### config.mk
export PLATFORM = sky130hd
export DESIGN_NAME = factorial_accel_flat
export DESIGN_NICKNAME = d
export VERILOG_FILES = /design/src/rtl/factorial_accel_if.sv /design/src/rtl/factorial_accel.sv /design/src/flat_wrapper.sv
export SDC_FILE = /design/constraint.sdc
export NUM_CORES = 1
export LEC_CHECK = 0
export ABC_CLOCK_PERIOD_IN_PS = 4800
export CAP_MARGIN = 20
export CELL_PAD_IN_SITES_DETAIL_PLACEMENT = 1
export CELL_PAD_IN_SITES_GLOBAL_PLACEMENT = 1
export CORE_UTILIZATION = 45
export CTS_CLUSTER_SIZE = 40
export DETAILED_ROUTE_END_ITERATION = 10
export GPL_ROUTABILITY_DRIVEN = 0
export PLACE_DENSITY = 0.78
export SLEW_MARGIN = 20
export SYNTH_ARGS = -nofsm -noshare
export SYNTH_HDL_FRONTEND = slang
export SYNTH_SLANG_ARGS = --single-unit
### constraint.sdc
create_clock -name clk -period 4.8 [get_ports clk]
set_input_delay 0.96 -clock clk [delete_from_list [all_inputs] [get_ports clk]]
set_output_delay 0.96 -clock clk [all_outputs]
set_load 0.005 [all_outputs]
### src/rtl/factorial_accel_if.sv
// Register-bus bundle for the factorial accelerator: byte-wide write/read port plus interrupt.
// Latency: read data is combinational from the address; writes land on the next rising clk edge.
// Backpressure: none, every write is accepted on the edge where the strobe is high.
interface factorial_accel_if;
    logic        writeBus;
    logic [7:0]  dataBusIn;
    logic [31:0] addressBus;
    logic [7:0]  dataBusOut;
    logic        irq;

    modport master (
        output writeBus, dataBusIn, addressBus,
        input  dataBusOut, irq
    );

    modport slave (
        input  writeBus, dataBusIn, addressBus,
        output dataBusOut, irq
    );
endinterface

### src/rtl/factorial_accel.sv
// Memory-mapped iterative factorial engine: N register, CNF control/status, little-endian RESULT bytes.
// Latency: RESULT and done valid max(N,1) edges after the accepted start write; one multiply per edge.
// Backpressure: none; a start written while busy is dropped, all other field writes still apply.
module factorial_accel #(
    parameter int          N_WIDTH   = 8,
    parameter int          FN_WIDTH  = 32,
    parameter logic [31:0] BASE_ADDR = 32'd0
) (
    input  logic              clk,
    input  logic              rst,
    factorial_accel_if.slave  bus
);
    localparam int FN_BYTES = FN_WIDTH / 8;
    localparam int PW       = FN_WIDTH + N_WIDTH;

    typedef enum logic {IDLE, CALC} state_t;

    state_t                state_q, state_d;
    logic [N_WIDTH-1:0]    n_q, n_d;
    logic [N_WIDTH-1:0]    counter_q, counter_d;
    logic [FN_WIDTH-1:0]   acc_q, acc_d;
    logic [FN_WIDTH-1:0]   result_q, result_d;
    logic                  int_en_q, int_en_d;
    logic                  done_q, done_d;
    logic                  ovf_q, ovf_d;

    logic [31:0]           offset;
    logic                  wr_n, wr_cnf;
    logic                  busy;
    logic [PW-1:0]         prod;

    assign offset = bus.addressBus - BASE_ADDR;
    assign wr_n   = bus.writeBus && (offset == 32'd0);
    assign wr_cnf = bus.writeBus && (offset == 32'd1);
    assign busy   = (state_q == CALC);
    assign bus.irq = done_q & int_en_q;

    // Next-state: register-bus writes first, then the FSM step so a completion overrides a done W1C.
    always_comb begin
        state_d   = state_q;
        n_d       = n_q;
        counter_d = counter_q;
        acc_d     = acc_q;
        result_d  = result_q;
        int_en_d  = int_en_q;
        done_d    = done_q;
        ovf_d     = ovf_q;
        prod      = PW'(acc_q) * PW'(counter_q);

        if (wr_n) begin
            n_d = bus.dataBusIn[N_WIDTH-1:0];
        end
        if (wr_cnf) begin
            int_en_d = bus.dataBusIn[0];
            if (bus.dataBusIn[2]) begin
                done_d = 1'b0;
            end
        end

        case (state_q)
            IDLE: begin
                if (wr_cnf && bus.dataBusIn[1]) begin
                    counter_d = n_d;
                    acc_d     = FN_WIDTH'(1);
                    done_d    = 1'b0;
                    ovf_d     = 1'b0;
                    state_d   = CALC;
                end
            end
            CALC: begin
                if (counter_q > N_WIDTH'(1)) begin
                    acc_d     = prod[FN_WIDTH-1:0];
                    counter_d = counter_q - N_WIDTH'(1);
                    if (|prod[PW-1:FN_WIDTH]) begin
                        ovf_d = 1'b1;
                    end
                end else begin
                    result_d = acc_q;
                    done_d   = 1'b1;
                    state_d  = IDLE;
                end
            end
            default: state_d = IDLE;
        endcase
    end

    // State and register storage; reset aborts any running computation.
    always_ff @(posedge clk or posedge rst) begin
        if (rst) begin
            state_q   <= IDLE;
            n_q       <= '0;
            counter_q <= '0;
            acc_q     <= FN_WIDTH'(1);
            result_q  <= '0;
            int_en_q  <= 1'b0;
            done_q    <= 1'b0;
            ovf_q     <= 1'b0;
        end else begin
            state_q   <= state_d;
            n_q       <= n_d;
            counter_q <= counter_d;
            acc_q     <= acc_d;
            result_q  <= result_d;
            int_en_q  <= int_en_d;
            done_q    <= done_d;
            ovf_q     <= ovf_d;
        end
    end

    // Read mux: side-effect free, unmapped offsets return zero.
    always_comb begin
        bus.dataBusOut = 8'h00;
        if (offset == 32'd0) begin
            bus.dataBusOut = 8'(n_q);
        end else if (offset == 32'd1) begin
            bus.dataBusOut = {3'b000, ovf_q, busy, done_q, 1'b0, int_en_q};
        end else begin
            for (int i = 0; i < FN_BYTES; i++) begin
                if (offset == 32'(4 + i)) begin
                    bus.dataBusOut = result_q[8*i +: 8];
                end
            end
        end
    end
endmodule

### src/flat_wrapper.sv
// flat-port wrapper written by rule: the top's interface ports become plain ports
module factorial_accel_flat 
#(
    parameter int          N_WIDTH   = 8,
    parameter int          FN_WIDTH  = 32,
    parameter logic [31:0] BASE_ADDR = 32'd0
)
  (clk, rst, bus_writeBus, bus_dataBusIn, bus_addressBus, bus_dataBusOut, bus_irq);
  factorial_accel_if bus_i ();
  input  logic clk;
  input  logic rst;
  input wire logic [$bits(bus_i.writeBus)-1:0] bus_writeBus;
  input wire logic [$bits(bus_i.dataBusIn)-1:0] bus_dataBusIn;
  input wire logic [$bits(bus_i.addressBus)-1:0] bus_addressBus;
  output wire logic [$bits(bus_i.dataBusOut)-1:0] bus_dataBusOut;
  output wire logic [$bits(bus_i.irq)-1:0] bus_irq;
  assign bus_i.writeBus = bus_writeBus;
  assign bus_i.dataBusIn = bus_dataBusIn;
  assign bus_i.addressBus = bus_addressBus;
  assign bus_dataBusOut = bus_i.dataBusOut;
  assign bus_irq = bus_i.irq;
  factorial_accel #(.N_WIDTH(N_WIDTH), .FN_WIDTH(FN_WIDTH), .BASE_ADDR(BASE_ADDR)) u_core (.clk(clk), .rst(rst), .bus(bus_i));
endmodule
After elaboration in Yosys (flattened, before gate mapping) --
Index checks and enable logic that the tools add are counted. W data, S select, Z words.
Storage, ports and cells: register bits 84, logic and storage cells 55
Cells by class: add/subtract/negate cells 1, multipliers 1, order comparisons 1, equal/unequal tests 8, multiplexer cells 25, bitwise operators 3, reductions and logical operators 8
Operators with widths (number):
- $eq A32 B3 Y1 const B | 4
- $mux W8 | 9
- $mux W32 | 2
- $pmux W32 S2 | 1
- $mul A32 B8 Y40 | 1
- $eq A32 B1 Y1 const B | 1
- $logic_not A32 Y1 | 1
- $pmux W8 S2 | 1
- $mux W1 | 9
- $gt A8 B1 Y1 const B | 1
- $reduce_or A8 Y1 | 1
- $sub A8 B1 Y8 const B | 1
- $pmux W1 S2 | 3
- $ne A2 B2 Y1 const B | 2
- $reduce_and A2 Y1 | 2
- $logic_and A1 B1 Y1 | 3
- $reduce_and A3 Y1 | 1
- $ne A2 B1 Y1 const B | 1
- $not A1 Y1 | 2
- $and A1 B1 Y1 | 1

Depth between registers and ports, before layout --
depth in word-level cells 7, gate-level depth with buffers 22

Worst setup path after synthesis --
Ideal clock, no wire load.
kind register to register, from register u_core.counter_q[2], to register u_core.ovf_q, setup time 130 ps, arrival 4844 ps, setup slack -174 ps, stages on the path, launching flop included 21, path buffers 2, clock period less this slack 4974 ps, path through dfrtp_1 -> clkbuf_1 -> clkbuf_1 -> nand2_1 -> fa_1 -> fa_1 -> inv_1 -> fa_1 -> inv_1 -> fa_1 -> inv_1 -> ha_1 -> a21o_1 -> a311oi_1 -> nor4_1 -> nor2_2 -> a31oi_1 -> a211oi_1 -> a21oi_1 -> nor4_2 -> a31oi_1
Between the ends: cells in the longest elaborated chain, start to end 4, elaborated cells on any way between the ends 6, classes of those cells mul (1); order compare (1); eq/ne (2); reduce/logical (2)
RTL lines:
- from (decl) | line factorial_accel.sv:20 | logic [N_WIDTH-1:0] counter_q, counter_d;
- from (signal assigned) | line factorial_accel.sv:101 | counter_q <= counter_d;
- $mul A32 B8 Y40 | line factorial_accel.sv:48 | prod = PW'(acc_q) * PW'(counter_q);
- $reduce_or A8 Y1 | line factorial_accel.sv:74 | if (|prod[PW-1:FN_WIDTH]) begin
- $ne A2 B2 Y1 (no source line)
- $reduce_and A3 Y1 (no source line) *
- to (signal assigned) | line factorial_accel.sv:106 | ovf_q <= ovf_d;
- to (decl) | line factorial_accel.sv:25 | logic ovf_q, ovf_d;
Mark *: on every way between the ends. The rest lies on a longest branch, timed or not. A chain may end at the register's enable or synchronous reset.

Worst setup path in the final report --
from register u_core.counter_q[3], to register u_core.ovf_q
The elaborated chain is that of the path after synthesis.

==> impl_metrics.toml <==
[sta]
clock.fmax_ghz = 0.167
setup_violations = 21
tightest_slew_ps = 1190
min_period_ps = 5990
setup_slack_ps = -1190
fin_crit_sh_pct = 125
slew_viol_final = 0
rsz0062_at_grt = "yes"
hold_viol = 0
slew_headroom_pct = 20.6
skew_ps = 27.8

[critical_path]
endpoint = "u_core.ovf_q"
critPathBufInv = 5
crit_top_cell = "fa_1"
crit_path_start_kind = "flip-flop"
worstPathRequired_ps = 5040
reg2reg_to = "u_core.ovf_q"
r2r_cells = 20
path_cells = "buf_6, buf_4, and2_1, fa_1, fa_1, fa_1, inv_1, fa_1, inv_1, ha_1, buf_4, nand2_1, nor3_2, and3_1, o2111ai_4, o21ai_4, o311ai_4, a31oi_1, xnor2_1, a31oi_1"
cp_top_family = "adder cells"
cp_slowest_stage_delay_ps = 750
cp_max_fo = 12
r2r_slack_ps = -1190
crit_arrival_ps = 6230
crit_slowest_cell = "fa_1"
path_class = "flip-flop to flip-flop"
cp-end-kind = "flip-flop"
worstSetupStartpoint = "u_core.counter_q[3]"
r2r_start = "u_core.counter_q[3]"
path_depth = 20

[clock_tree]
clkTransAtPathRegs_ps = 90
cts-htree-levels = 3
cts_tree = "yes"
cts_hold_buf = 0
clk_path_buf_depth = 2
cts_inserted_buffers = 9
cts_sinks = 84
root_buffer = "clkbuf_16"
clk_latency_ps = 390

[cells_and_area]
area_growth_pct = 33.3
mostFrequentLayoutCell = "and2_1"
layout-drive-gt1-share_pct = 32.2
final_cell_mix = "and2_1, buf_4, fa_1, inv_1, nand2_1"
fin_area_um2 = 15800
layout.cells.non_filler = 1836
nNetsFinal = 1778

[logic_synthesis]
syn_area_per_cell_um2 = 9.46
synth_warnings = 0
ys_top_cells_by_area = "fa_1, dfrtp_1, and2_1"
netlist_instances = 1255
ys_seq_area_share_pct = 17.7
ys_ff_latch = 84
netlist.area_leader.share_pct = 30.3
synthArstFlopShare_pct = 100
syn_area_um2 = 11900
synth_nets = 1540
synth_area_leader_cell = "fa_1"
synth_edf_count = 0
ys.flop_type = "dfrtp_1"
synth.distinct_cells = 70

[power]
combPwrFrac_pct = 4.0
clkPwrFrac_pct = 53.2
leakage_nw = 7.77
power_frac_seq_pct = 42.7
powerDensity_nw_per_um2 = 104
p_sw_mw = 0.443
swShare_pct = 26.8
vdd_drop_max_uv = 283
power.internal_mw = 1.21

[drt]
vias = 12200
drt_iter0_drc = 1553
dr_wl_met3_um = 7320
ant_nets = 0
routed_wl_um = 62700
first_pass_iters = 5
wl_per_cell_um = 34.2
drc = 0
top_layer_used = "met5"
wl_met2_um = 28400
met1Wirelength_um = 20800
viasPerCell = 6.63

[placement]
dp_hpwl_um = 33900
port_buffers = 51
placed_cell_area_um2 = 14100
dp.cells = 1776

[worst_hold_path]
hold_class = "flip-flop to flip-flop"
holdPathStages = 1

[floorplanning]
io_pins = 52
die_area_um2 = 27000
die_w_um = 164
initial_utilization_pct = 45.7
placementRows = 59
die_y_um = 164
core_um2 = 26000

[global_routing]
grt_max_degree = 50
grt_pass1_vias = 12900
grt_remaining_overflow = 0
antenna_found_initial = 4
grt_pass1_wl_um = 79000
grt_use_total_pct = 40.2

[outcome]
failed_checks = "negative setup slack"
status = "complete, but fails checks"

[run]
max_cap_violations = 0
==> synth_stat cells, types with 10 or more instances <==
library cell  number
nand2_1          113
o21ai_0           40
a21o_1            18
mux2_2            41
buf_2             14
inv_1            174
nor2_1            33
and2_1           210
nor3_1            14
dfrtp_1           83
clkbuf_1          43
fa_1             180
a21oi_1           46
nand3_1           10
xnor2_1           22
xor2_1            11
ha_1              62
==> per-layer routing <==
metal / vias up / GRT usage [%]
met3: 466 / 8.29
met5: - / 0
met4: 6 / 31.9
li1: 4499 / -
met2: 1188 / 66.8
met1: 6012 / 45.1
==> cell families (layout without fill, tap and decap cells) <==
| kind of cell | after synthesis | after routing | synth area share [%] |
|---|---|---|---|
| xor gates and xnor gates | 33 | 33 | 2.43 |
| buffers and inverters | 238 | 481 | 7.68 |
| DFF | 84 | 84 | 17.7 |
| other | 0 | 3 | 0 |
| and+or+nand+nor | 419 | 419 | 19.1 |
| adders and majority gates | 242 | 242 | 36.9 |
| muxes | 53 | 53 | 5.74 |
| AOI/OAI and AO/OA | 186 | 186 | 10.5 |
==> flip-flops by register name, summed over array words and instances, names as in the netlist <==
register          cells
u_core.n_q            8
u_core.counter_q      8
u_core.acc_q         32
u_core.busy           1
u_core.int_en_q       1
u_core.ovf_q          1
u_core.done_q         1
u_core.result_q      32
==> repair_timing <==
item | CTS | global route
buffers inserted | 14 | 30
gates cloned | 1 | 2
resized for setup | 105 | 138
pin swaps | 43 | 67
endpoints found under the setup margin | 17 | 20
==> power by group through the flow <==
stage          Sequential (mW)  Clock [mW]  Combinational (mW)
6_report                 0.707       0.881              0.0669
2_1_floorplan            0.721           0              0.0194
3_5_place_dp             0.721           0              0.0652
3_3_place_gp             0.721           0              0.0646
5_1_grt                  0.707       0.890              0.0716
4_1_cts                  0.707       0.844              0.0665
==> worst min-delay path by stage <==
stage	startpoint	to
after floorplan	u_core.result_q[10]	u_core.result_q[10]
after global placement	u_core.result_q[20]	u_core.result_q[20]
after detailed placement	u_core.result_q[26]	u_core.result_q[26]
after CTS	u_core.result_q[26]	u_core.result_q[26]
after global routing	u_core.result_q[22]	u_core.result_q[22]
final	u_core.result_q[9]	u_core.result_q[9]
==> area by class of cell <==
type / count / area (um2)
antenna: 3 / 7.51
clock buffer: 9 / 225
clock inverter: 7 / 105
fill: 2777 / 10100
inverter: 175 / 658
multi-input combinational: 933 / 9760
sequential: 84 / 2120
tap: 335 / 419
timing repair buffer: 290 / 2540
==> stage by stage <==
step	TNS, ps	power, mW	setup slack, ps	util (%)	hold WS, ps
after global placement	-1340	0.786	-297	54.4	485
after global routing	-11230	1.67	-1260	60.9	543
final	-10800	1.65	-1190	60.9	533
after detailed placement	-3750	0.786	-497	54.4	492
after CTS	-1140	1.62	-349	57.8	513
after floorplan	0	0.741	21.6	-	475
Note: power is estimated with default switching activity, not from simulation.
